[src/rtl/rst_ctrl.sv]
// Reset manager for NUM_DOM reset domains.
// Each domain has its own synchroniser. Requests assert asynchronously and
// release synchronously. Releases are ordered by domain index, with a gap
// between consecutive releases. The block also provides software resets, a
// sticky reset-cause register and a bus reset derived from a domain mask.
//
// Bus handshake: i_write and i_read are single-cycle strobes with no
// back-pressure (there is no ready). A write takes effect at the rising edge
// that samples i_write. Read data appears on o_dout the cycle after i_read is
// sampled, and holds its value while i_read is low.
module rst_ctrl #(
  parameter int                  XLEN          = 32,
  parameter int                  NUM_DOM       = 3,
  parameter int                  SYNC_STAGES   = 5,
  parameter int                  RELEASE_GAP   = 4,
  parameter int                  SW_RST_CYCLES = 16,
  parameter logic [NUM_DOM-1:0]  BUS_MASK      = NUM_DOM'(3'b011),
  parameter logic [XLEN-1:0]     BASE_ADDR     = XLEN'(32'h8000_0100)
) (
  input  logic                   i_clk,
  input  logic                   i_rst_n,
  input  logic [NUM_DOM-1:0]     i_rst_req_n,
  input  logic [XLEN-1:0]        i_addr,
  input  logic                   i_write,
  input  logic                   i_read,
  input  logic [3:0]             i_size,
  input  logic [XLEN-1:0]        i_din,
  output logic [XLEN-1:0]        o_dout,
  output logic [NUM_DOM-1:0]     o_rst_n,
  output logic                   o_bus_rst_n,
  output logic                   o_busy,
  output logic [2*NUM_DOM-1:0]   o_dbg_state
);

  localparam int HW = $clog2(SW_RST_CYCLES + 1);
  localparam int GW = $clog2(RELEASE_GAP + 2);

  localparam logic [XLEN-1:0] ADDR_CTRL  = BASE_ADDR;
  localparam logic [XLEN-1:0] ADDR_STAT  = BASE_ADDR + XLEN'(4);
  localparam logic [XLEN-1:0] ADDR_CAUSE = BASE_ADDR + XLEN'(8);

  typedef enum logic [1:0] {
    ST_RST  = 2'd0,
    ST_HOLD = 2'd1,
    ST_WAIT = 2'd2,
    ST_RUN  = 2'd3
  } dom_state_e;

  dom_state_e           state_q [NUM_DOM];
  dom_state_e           state_d [NUM_DOM];
  logic [HW-1:0]        hold_q  [NUM_DOM];
  logic [HW-1:0]        hold_d  [NUM_DOM];
  logic [GW-1:0]        gap_q, gap_d;
  logic [NUM_DOM-1:0]   sync_ok;
  logic [NUM_DOM-1:0]   rst_q;
  logic [NUM_DOM-1:0]   run_d;
  logic [NUM_DOM-1:0]   rel_sel;
  logic                 arb_blocked;
  logic [XLEN-1:0]      be_mask, wdata;
  logic [NUM_DOM-1:0]   sw_wr;
  logic [XLEN-1:0]      cause_q, cause_d, cause_set, cause_clr;
  logic [XLEN-1:0]      rd_data, stat_word, dout_q;

  // Per-domain synchroniser and output flop. Both are cleared directly by the
  // combined request, so a request shorter than a clock still resets the domain.
  for (genvar d = 0; d < NUM_DOM; d++) begin : g_dom
    logic                   dom_arst_n;
    logic [SYNC_STAGES-1:0] sync_ff;
    logic                   rst_ff;

    assign dom_arst_n = i_rst_n & i_rst_req_n[d];

    // Shift ones in once the request is gone; the last stage is sync_ok.
    always_ff @(posedge i_clk or negedge dom_arst_n) begin
      if (!dom_arst_n) sync_ff <= '0;
      else             sync_ff <= {sync_ff[SYNC_STAGES-2:0], 1'b1};
    end

    // Domain reset output: high only while the domain FSM is in RUN.
    always_ff @(posedge i_clk or negedge dom_arst_n) begin
      if (!dom_arst_n) rst_ff <= 1'b0;
      else             rst_ff <= run_d[d];
    end

    assign sync_ok[d] = sync_ff[SYNC_STAGES-1];
    assign rst_q[d]   = rst_ff;
  end

  // Bus decode: byte-enabled write data, CTRL software-reset bits, CAUSE W1C bits.
  always_comb begin
    be_mask = '0;
    for (int b = 0; b < 4; b++) be_mask[b*8 +: 8] = {8{i_size[b]}};
    wdata     = i_din & be_mask;
    sw_wr     = (i_write && i_addr == ADDR_CTRL)  ? wdata[NUM_DOM-1:0] : '0;
    cause_clr = (i_write && i_addr == ADDR_CAUSE) ? wdata : '0;
  end

  // Release arbiter: only the first domain that is not in RUN can be released.
  // A domain that became ready this cycle (RST with sync_ok and hold done)
  // counts as waiting, so power-on release needs no extra cycle.
  always_comb begin
    rel_sel     = '0;
    arb_blocked = 1'b0;
    for (int d = 0; d < NUM_DOM; d++) begin
      if (!arb_blocked && state_q[d] != ST_RUN) begin
        arb_blocked = 1'b1;
        if (gap_q == '0 && sync_ok[d] && hold_q[d] == '0 && !sw_wr[d] &&
            (state_q[d] == ST_WAIT || state_q[d] == ST_RST))
          rel_sel[d] = 1'b1;
      end
    end
    gap_d = gap_q;
    if (|rel_sel)          gap_d = GW'(RELEASE_GAP);
    else if (gap_q != '0)  gap_d = gap_q - GW'(1);
  end

  // Per-domain next state. Software reset wins, then loss of sync_ok, then
  // normal progress. The hold counter keeps running even in RST.
  always_comb begin
    for (int d = 0; d < NUM_DOM; d++) begin
      state_d[d] = state_q[d];
      hold_d[d]  = (hold_q[d] != '0) ? hold_q[d] - HW'(1) : hold_q[d];
      if (sw_wr[d]) begin
        hold_d[d]  = HW'(SW_RST_CYCLES);
        state_d[d] = sync_ok[d] ? ST_HOLD : ST_RST;
      end else if (!sync_ok[d]) begin
        state_d[d] = ST_RST;
      end else begin
        case (state_q[d])
          ST_RST:  if (rel_sel[d]) state_d[d] = ST_RUN;
                   else if (hold_q[d] == '0) state_d[d] = ST_WAIT;
          ST_HOLD: if (hold_q[d] <= HW'(1)) state_d[d] = ST_WAIT;
          ST_WAIT: if (rel_sel[d]) state_d[d] = ST_RUN;
          default: state_d[d] = ST_RUN;
        endcase
      end
      run_d[d] = (state_d[d] == ST_RUN);
    end
  end

  // Cause set/clear and read mux; a set on the same cycle as a clear wins.
  always_comb begin
    cause_set = '0;
    for (int d = 0; d < NUM_DOM; d++) begin
      cause_set[d]      = (state_q[d] == ST_RUN) && !sync_ok[d];
      cause_set[16 + d] = sw_wr[d];
    end
    cause_d = (cause_q & ~cause_clr) | cause_set;

    stat_word               = '0;
    stat_word[NUM_DOM-1:0]  = rst_q;
    stat_word[XLEN-1]       = ~&rst_q;
    if (i_addr == ADDR_STAT)       rd_data = stat_word;
    else if (i_addr == ADDR_CAUSE) rd_data = cause_q;
    else                           rd_data = '0;
  end

  // Control state: only the power-on reset clears it, never a domain reset.
  always_ff @(posedge i_clk or negedge i_rst_n) begin
    if (!i_rst_n) begin
      for (int d = 0; d < NUM_DOM; d++) begin
        state_q[d] <= ST_RST;
        hold_q[d]  <= '0;
      end
      gap_q   <= '0;
      cause_q <= '0;
      dout_q  <= '0;
    end else begin
      for (int d = 0; d < NUM_DOM; d++) begin
        state_q[d] <= state_d[d];
        hold_q[d]  <= hold_d[d];
      end
      gap_q   <= gap_d;
      cause_q <= cause_d;
      if (i_read) dout_q <= rd_data;
    end
  end

  // Outputs and FSM state visibility.
  always_comb begin
    for (int d = 0; d < NUM_DOM; d++) o_dbg_state[2*d +: 2] = state_q[d];
  end

  assign o_rst_n     = rst_q;
  assign o_bus_rst_n = |(rst_q & BUS_MASK);
  assign o_busy      = ~&rst_q;
  assign o_dout      = dout_q;

endmodule

[config.mk]
export PLATFORM = sky130hd
export DESIGN_NAME = rst_ctrl
export DESIGN_NICKNAME = d
export VERILOG_FILES = /design/src/rtl/rst_ctrl.sv
export SDC_FILE = /design/constraint.sdc
export NUM_CORES = 1
export LEC_CHECK = 0
export BUFFER_PORTS_ARGS = -buffer_cell sky130_fd_sc_hd__buf_4
export CAP_MARGIN = 20
export CORE_ASPECT_RATIO = 0.6
export CORE_MARGIN = 1
export CORE_UTILIZATION = 53
export DETAILED_ROUTE_END_ITERATION = 10
export PLACE_DENSITY = 0.78
export SLEW_MARGIN = 20
export SYNTH_ARGS = -nofsm -noshare
export SYNTH_HDL_FRONTEND = slang
export SYNTH_SLANG_ARGS = --single-unit
export TNS_END_PERCENT = 10
[constraint.sdc]
create_clock -name i_clk -period 2.13 [get_ports i_clk]
set_input_delay 0.213 -clock i_clk [delete_from_list [all_inputs] [get_ports i_clk]]
set_output_delay 0.213 -clock i_clk [all_outputs]
set_load 0.01 [all_outputs]
==> metrics.txt, run 1 <==
WL per Instance=between 15 and 20 um; combined area of the multi-input logic cells=0.00171 mm^2; Final nets=632; Detail Route Antenna Nets=0; setup-violating endpoint count in the final report=0; Worst Tran Pin Value=0.564 ns; worst slew slack as a fraction of its limit=between 60% and 70%; layout cells sized above 1=30.0%; RSZ-0062 raised after global routing=false; terminus of the critical flop-to-flop path=gap_q[0]; endpoint type of the worst setup path=register; Hold Path Sink=cause_q[6]; dominant synthesized flop cell=sky130_fd_sc_hd__dfrtp_1; cell type with the largest total area after synthesis=sky130_fd_sc_hd__dfrtp_1; global-route wire length before repair=17100 um; worst reg-to-reg setup slack=about 0.18 ns; TritonCTS Sinks=106; final critical-path share of the clock period=91.7%; routed wire length=10900 um; number of levels the H-tree was split into=3; WHS Path Cells=2; final count of hold timing violations=0; deepest clock path buffer count=2; top cells by area, synth=sky130_fd_sc_hd__dfrtp_1, sky130_fd_sc_hd__a21boi_1, sky130_fd_sc_hd__inv_1; flip-flop and latch count after synthesis=106; initial core utilization=56.6%; count of pins over their slew limit=0; cell count after synthesis=415; required arrival time at the worst endpoint=2.34 ns; count of routing violations after the opening detailed-route iteration=154; Sequential cell area=0.00265 mm^2; via count=between 3000 and 4000; Final min period=about 2 ns; Crit Path Category=reg2reg; number of port buffers=117; library cell used as clock root buffer=sky130_fd_sc_hd__clkbuf_16; worst reg-to-reg path cell count=7; sequential cell area fraction in the yosys report=about 58%; largest net degree at the start of global routing=62; syn_area_per_cell=11.1 um^2; final worst slack=0.178 ns; leakage power of the design=0.00296 uW; die span in x=122 um; setup clock skew after layout=0.00521 ns; number of antenna diodes=0; clock transition at the registers of the reported paths=0.07 ns; peak ir drop on the vdd network=around 0.44 mV; Mapped Area=between 0.004 and 0.005 mm^2; clock tree from TritonCTS=yes; Routability Congestion=approximately 0.82; CORE AREA=0.00813 mm^2; I/O pin cnt=118; Hold WS=0.0300 ns; asr flop ratio synth=100%; initial antenna violation count=0; number of vias per cell after detailed routing=about 5.4; Hold Path Class=in2reg; total congestion overflow=0; number of buffers inserted during clock tree synthesis=9; hold_sp=i_din[6]; worst slack at placement=0.0249 ns; Cell Rows=25; CP max FO=5; DR pass1 iterations=5; insertion delay to the later sink of the worst-skew pair=0.34 ns; Post-CTS Setup Repair Bufs=0; Area Overhead vs Synth=30.5%; share of the synthesized area in the top cell type=57.6%; result of the run=completed; DRC violation count after routing=0; filler cell count=577; y dimension of the die=~74 um; total die area=slightly above 0.009 mm^2; setup TNS=0 ns; count of warnings emitted by yosys=0; total global-route track usage=25.4%; post-synthesis cell type count=53; origin of the critical flop-to-flop path=hold_q[1]; number of global-route vias before repair=3425; achievable clock frequency=0.512 GHz; HPWL after detailed placement=8110 um; CP Launch Type=register; power density over the cells=708 mW/mm^2; Worst Path Arrival=2.17 ns; number of max-cap violations=0; count of flip-flops with a built-in enable after synthesis=0
[cells in the mapped netlist, types with 6 or more instances]
cell type	count
sky130_fd_sc_hd__ha_1	11
sky130_fd_sc_hd__nand2_1	18
sky130_fd_sc_hd__nand3_1	32
sky130_fd_sc_hd__nor3_1	11
sky130_fd_sc_hd__inv_1	44
sky130_fd_sc_hd__o21ai_0	11
sky130_fd_sc_hd__a21boi_1	26
sky130_fd_sc_hd__dfrtp_1	106
sky130_fd_sc_hd__nor2_1	21
sky130_fd_sc_hd__a21oi_1	6
sky130_fd_sc_hd__o21ai_1	28
[power breakdown]
part           internal [uW]  switching, uW  leakage, uW  total (uW)
sequential              2070           45.9      0.00143        2120
clock                    976            707     0.000149        1680
combinational            234            222      0.00139         455
total                   3280            974      0.00296        4260
[layout by cell type (no fill, tap or decap), types with 11 or more instances in the layout]
| master | count |
|---|---|
| sky130_fd_sc_hd__nor2_1 | 21 |
| sky130_fd_sc_hd__buf_4 | 131 |
| sky130_fd_sc_hd__nor3_1 | 11 |
| sky130_fd_sc_hd__o21ai_1 | 28 |
| sky130_fd_sc_hd__a21boi_1 | 26 |
| sky130_fd_sc_hd__ha_1 | 11 |
| sky130_fd_sc_hd__nand3_1 | 32 |
| sky130_fd_sc_hd__nand2_1 | 18 |
| sky130_fd_sc_hd__dfrtp_1 | 106 |
| sky130_fd_sc_hd__o21ai_0 | 11 |
| sky130_fd_sc_hd__inv_1 | 44 |
[through the flow]
| step | cell area [um^2] | utilization [%] | std cells | total power (uW) |
|---|---|---|---|---|
| finish | 6010 | 73.9 | 658 | 4260 |
| global route | 6010 | 73.9 | 658 | 4430 |
| CTS | 6000 | 73.8 | 658 | 4290 |
| detailed placement | 5660 | 69.6 | 639 | 2610 |
| global placement | 5660 | 69.6 | 639 | 2590 |
| floorplan | 4610 | - | 417 | 2370 |
[final cells by class]
class	count	area share, %
clock buffer	12	4.27
clock inverter	3	0.791
inverter	44	2.75
multi-input combinational	249	28.5
sequential	106	44.1
tap	108	2.25
timing repair buffer	136	17.4
[registers in the layout (all words and copies together) (netlist names)]
signal,cells
o_dbg_state,6
o_dout,32
gap_q,3
g_dom.sync_ff,15
cause_q,32
hold_q,15
g_dom.rst_ff,3
[cells by family (layout without fill, tap and decap cells)]
logic type | Yosys count | in the layout | synth area share (%)
AOI/OAI and AO/OA | 100 | 100 | 14.1
other | 1 | 3 | 0.0814
buffers and inverters | 62 | 195 | 5.68
DFF | 106 | 106 | 57.6
and+or+nand+nor | 125 | 125 | 17.6
muxes | 2 | 2 | 0.489
xor gates and xnor gates | 8 | 8 | 1.52
adders and majority gates | 11 | 11 | 2.99
[critical path, stage by stage (launching register included)]
cell and delay (ns):
sky130_fd_sc_hd__dfrtp_1 0.44, sky130_fd_sc_hd__inv_1 0.14, sky130_fd_sc_hd__ha_1 0.15, sky130_fd_sc_hd__or4b_4 0.49, sky130_fd_sc_hd__nor4_4 0.24, sky130_fd_sc_hd__nand2_1 0.10, sky130_fd_sc_hd__o32ai_2 0.18, sky130_fd_sc_hd__nor3_1 0.09
[worst max path at each step]
stage,from,endpoint,slack (ns),cells past startpoint
3_5_place_dp,i_addr[5],cause_q[31],0.02,7
6_report,hold_q[1],gap_q[0],0.18,7
4_1_cts,hold_q[1],gap_q[0],0.1,7
5_1_grt,hold_q[12],gap_q[1],0.007,5
2_1_floorplan,hold_q[0],gap_q[0],0.24,8
3_3_place_gp,i_addr[5],cause_q[26],0.10,7
[layer usage]
metal	up-vias	GRT usage [%]	wire (um)
met2	128	40.9	5170
met1	1729	34.8	4860
met5	-	0	0
li1	1692	-	-
met4	0	8.81	157
met3	12	5.52	763
[timing repair]
action                     in CTS  in global routing
gates resized for setup         0                  2
hold endpoints to repair       42                  0
setup endpoints to repair       0                  3
hold buffers                    4                  0
Power figures use the tool's default switching activity.
==> run 2: changes to the inputs <==
CORE_UTILIZATION = 55   (was 53)
CTS_BUF_LIST = sky130_fd_sc_hd__clkbuf_8   (was not set)
HOLD_SLACK_MARGIN = 0.1   (was not set)
PLACE_DENSITY = 0.8   (was 0.78)
==> run 2 against run 1 <==
Effect of this change:
- register-to-register slack got worse by 0.04 ns
- maximum frequency fell by 2.0%
- core utilization rose by 2.6 points
- clock skew rose by 0.0081 ns
- largest power group unchanged
- highest routed layer unchanged
==> metrics.txt, run 2 (synthesis results as in run 1) <==
CORE AREA=0.00801 mm^2 (-1.5%); number of global-route vias before repair=3537 (+3.3%); count of pins over their slew limit=0 (unchanged); count of routing violations after the opening detailed-route iteration=189 (+23%); initial antenna violation count=0 (unchanged); deepest clock path buffer count=2 (unchanged); HPWL after detailed placement=7930 um (-2.2%); DRC violation count after routing=0 (unchanged); CP Launch Type=register; setup-violating endpoint count in the final report=0 (unchanged); Routability Congestion=0.875 (+6.1%); origin of the critical flop-to-flop path=hold_q[1]; peak ir drop on the vdd network=0.516 mV (+16%); worst reg-to-reg path cell count=7 (unchanged); final count of hold timing violations=0 (unchanged); final critical-path share of the clock period=93.5% (+1.8 points); number of levels the H-tree was split into=3 (unchanged); Post-CTS Setup Repair Bufs=0 (unchanged); RSZ-0062 raised after global routing=false; initial core utilization=57.5% (+0.89 points); total die area=0.00876 mm^2 (-3.6%); required arrival time at the worst endpoint=2.39 ns (+0.05 ns); Crit Path Category=reg2reg; worst reg-to-reg setup slack=0.14 ns (-0.04 ns); Cell Rows=25 (unchanged); number of antenna diodes=0 (unchanged); number of port buffers=117 (unchanged); setup clock skew after layout=0.0133 ns (+0.00807 ns); endpoint type of the worst setup path=register; Final nets=656 (+3.8%); clock transition at the registers of the reported paths=0.10 ns (+0.03 ns); global-route wire length before repair=17400 um (+1.4%); Worst Tran Pin Value=0.586 ns (+0.0217 ns); number of buffers inserted during clock tree synthesis=9 (unchanged); terminus of the critical flop-to-flop path=gap_q[0]; largest net degree at the start of global routing=62 (unchanged); Hold Path Class=in2reg; hold_sp=i_din[18]; total global-route track usage=26.6% (+1.1 points); CP max FO=5 (unchanged); routed wire length=11200 um (+2.3%); TritonCTS Sinks=106 (unchanged); result of the run=completed; setup TNS=0 ns (unchanged); overall power consumption=3810 uW (-11%); Detail Route Antenna Nets=0 (unchanged); worst slew slack as a fraction of its limit=60.9% (-1.4 points); Area Overhead vs Synth=33.0%; commonest cells after routing, fill and taps aside=sky130_fd_sc_hd__buf_4, sky130_fd_sc_hd__dfrtp_1, sky130_fd_sc_hd__inv_1; Final min period=1.99 ns (+0.0392 ns); die span in x=120 um (-1.8%); filler cell count=526 (-8.8%); WL per Instance=16.4 um (-1.1%); I/O pin cnt=118 (unchanged); leakage power of the design=0.00300 uW (+1.3%); number of max-cap violations=0 (unchanged); achievable clock frequency=0.502 GHz (-2.0%); Critical path destination=gap_q[0]; power density over the cells=622 mW/mm^2 (-12%); insertion delay to the later sink of the worst-skew pair=0.37 ns (+0.03 ns); library cell used as clock root buffer=sky130_fd_sc_hd__clkbuf_8; Worst Path Arrival=2.25 ns (+0.08 ns); number of vias per cell after detailed routing=5.38 (-0.53%); layout cells sized above 1=28.3% (-1.7 points); DR pass1 iterations=4 (-1); clock tree from TritonCTS=yes; crit path from=hold_q[1]; commonest non-fill, non-tap cell in the layout=sky130_fd_sc_hd__buf_4; y dimension of the die=72.9 um (-1.8%); Hold WS=0.174 ns (+0.144 ns); total congestion overflow=0 (unchanged); via count=3666 (+2.9%)
[run 2: changes by cell type in the layout (fill, tap and decap cells not counted), sizes merged]
| cell | change |
|---|---|
| buf | -2 |
| clkbuf | -3 |
| clkinv | -1 |
| clkinvlp | +2 |
| dlygate4sd3 | +26 |
| inv | +1 |
[run 2: metal layers]
metal  global-route usage, %  routed length [um]  vias up
li1                        -                   -     1738
met3                    8.59                 893        8
met4                    5.42                  87        0
met1                    34.6                4860     1785
met5                       0                   0        -
met2                    44.2                5360      135
[run 2: metrics by stage]
stage | instance area [um^2] | std cells | utilization [%] | setup WS (ns)
global route | 6130 | 681 | 76.5 | 0.00468
detailed placement | 5640 | 637 | 70.5 | 0.00892
finish | 6130 | 681 | 76.5 | 0.139
CTS | 6120 | 681 | 76.5 | 0.105
floorplan | 4610 | 417 | - | 0.241
global placement | 5640 | 637 | 70.5 | 0.107
[run 2: worst min-delay path by stage]
stage | endpoint | slack [ns] | cells after the start
final | cause_q[18] | 0.17 | 3
after floorplan | cause_q[0] | -0.08 | 0
after CTS | cause_q[18] | 0.16 | 3
after detailed placement | g_dom[2].sync_ff[0] | 0.19 | 2
after global routing | cause_q[18] | 0.17 | 3
after global placement | g_dom[2].sync_ff[0] | 0.18 | 2
[run 2: layout make-up]
cell class / count / area, um^2 / area share, %
Clock buffer: 9 / 124 / 2.02
Clock inverter: 5 / 57.6 / 0.939
Inverter: 44 / 165 / 2.69
Multi-Input combinational cell: 249 / 1710 / 27.8
Sequential cell: 106 / 2650 / 43.3
Tap cell: 108 / 135 / 2.20
Timing Repair Buffer: 160 / 1290 / 21.0
[run 2: power breakdown]
part | internal [uW] | leakage [uW] | switching, uW
sequential | 2070 | 0.00143 | 45.1
clock | 531 | 0.0000890 | 652
combinational | 266 | 0.00149 | 244
[run 2: critical path, stage by stage, from the launching register on]
cell and delay [ns]:
sky130_fd_sc_hd__dfrtp_1 0.44, sky130_fd_sc_hd__inv_1 0.13, sky130_fd_sc_hd__ha_1 0.16, sky130_fd_sc_hd__or4b_1 0.49, sky130_fd_sc_hd__nor4_2 0.28, sky130_fd_sc_hd__nand2_1 0.11, sky130_fd_sc_hd__o32ai_2 0.18, sky130_fd_sc_hd__nor3_1 0.10
[run 2: what timing repair did]
item                                    4_1_cts  5_1_grt
gates resized for setup                       0        1
endpoints found under the setup margin        0        2
hold buffers                                 30        0
endpoints found under the hold margin        73        0
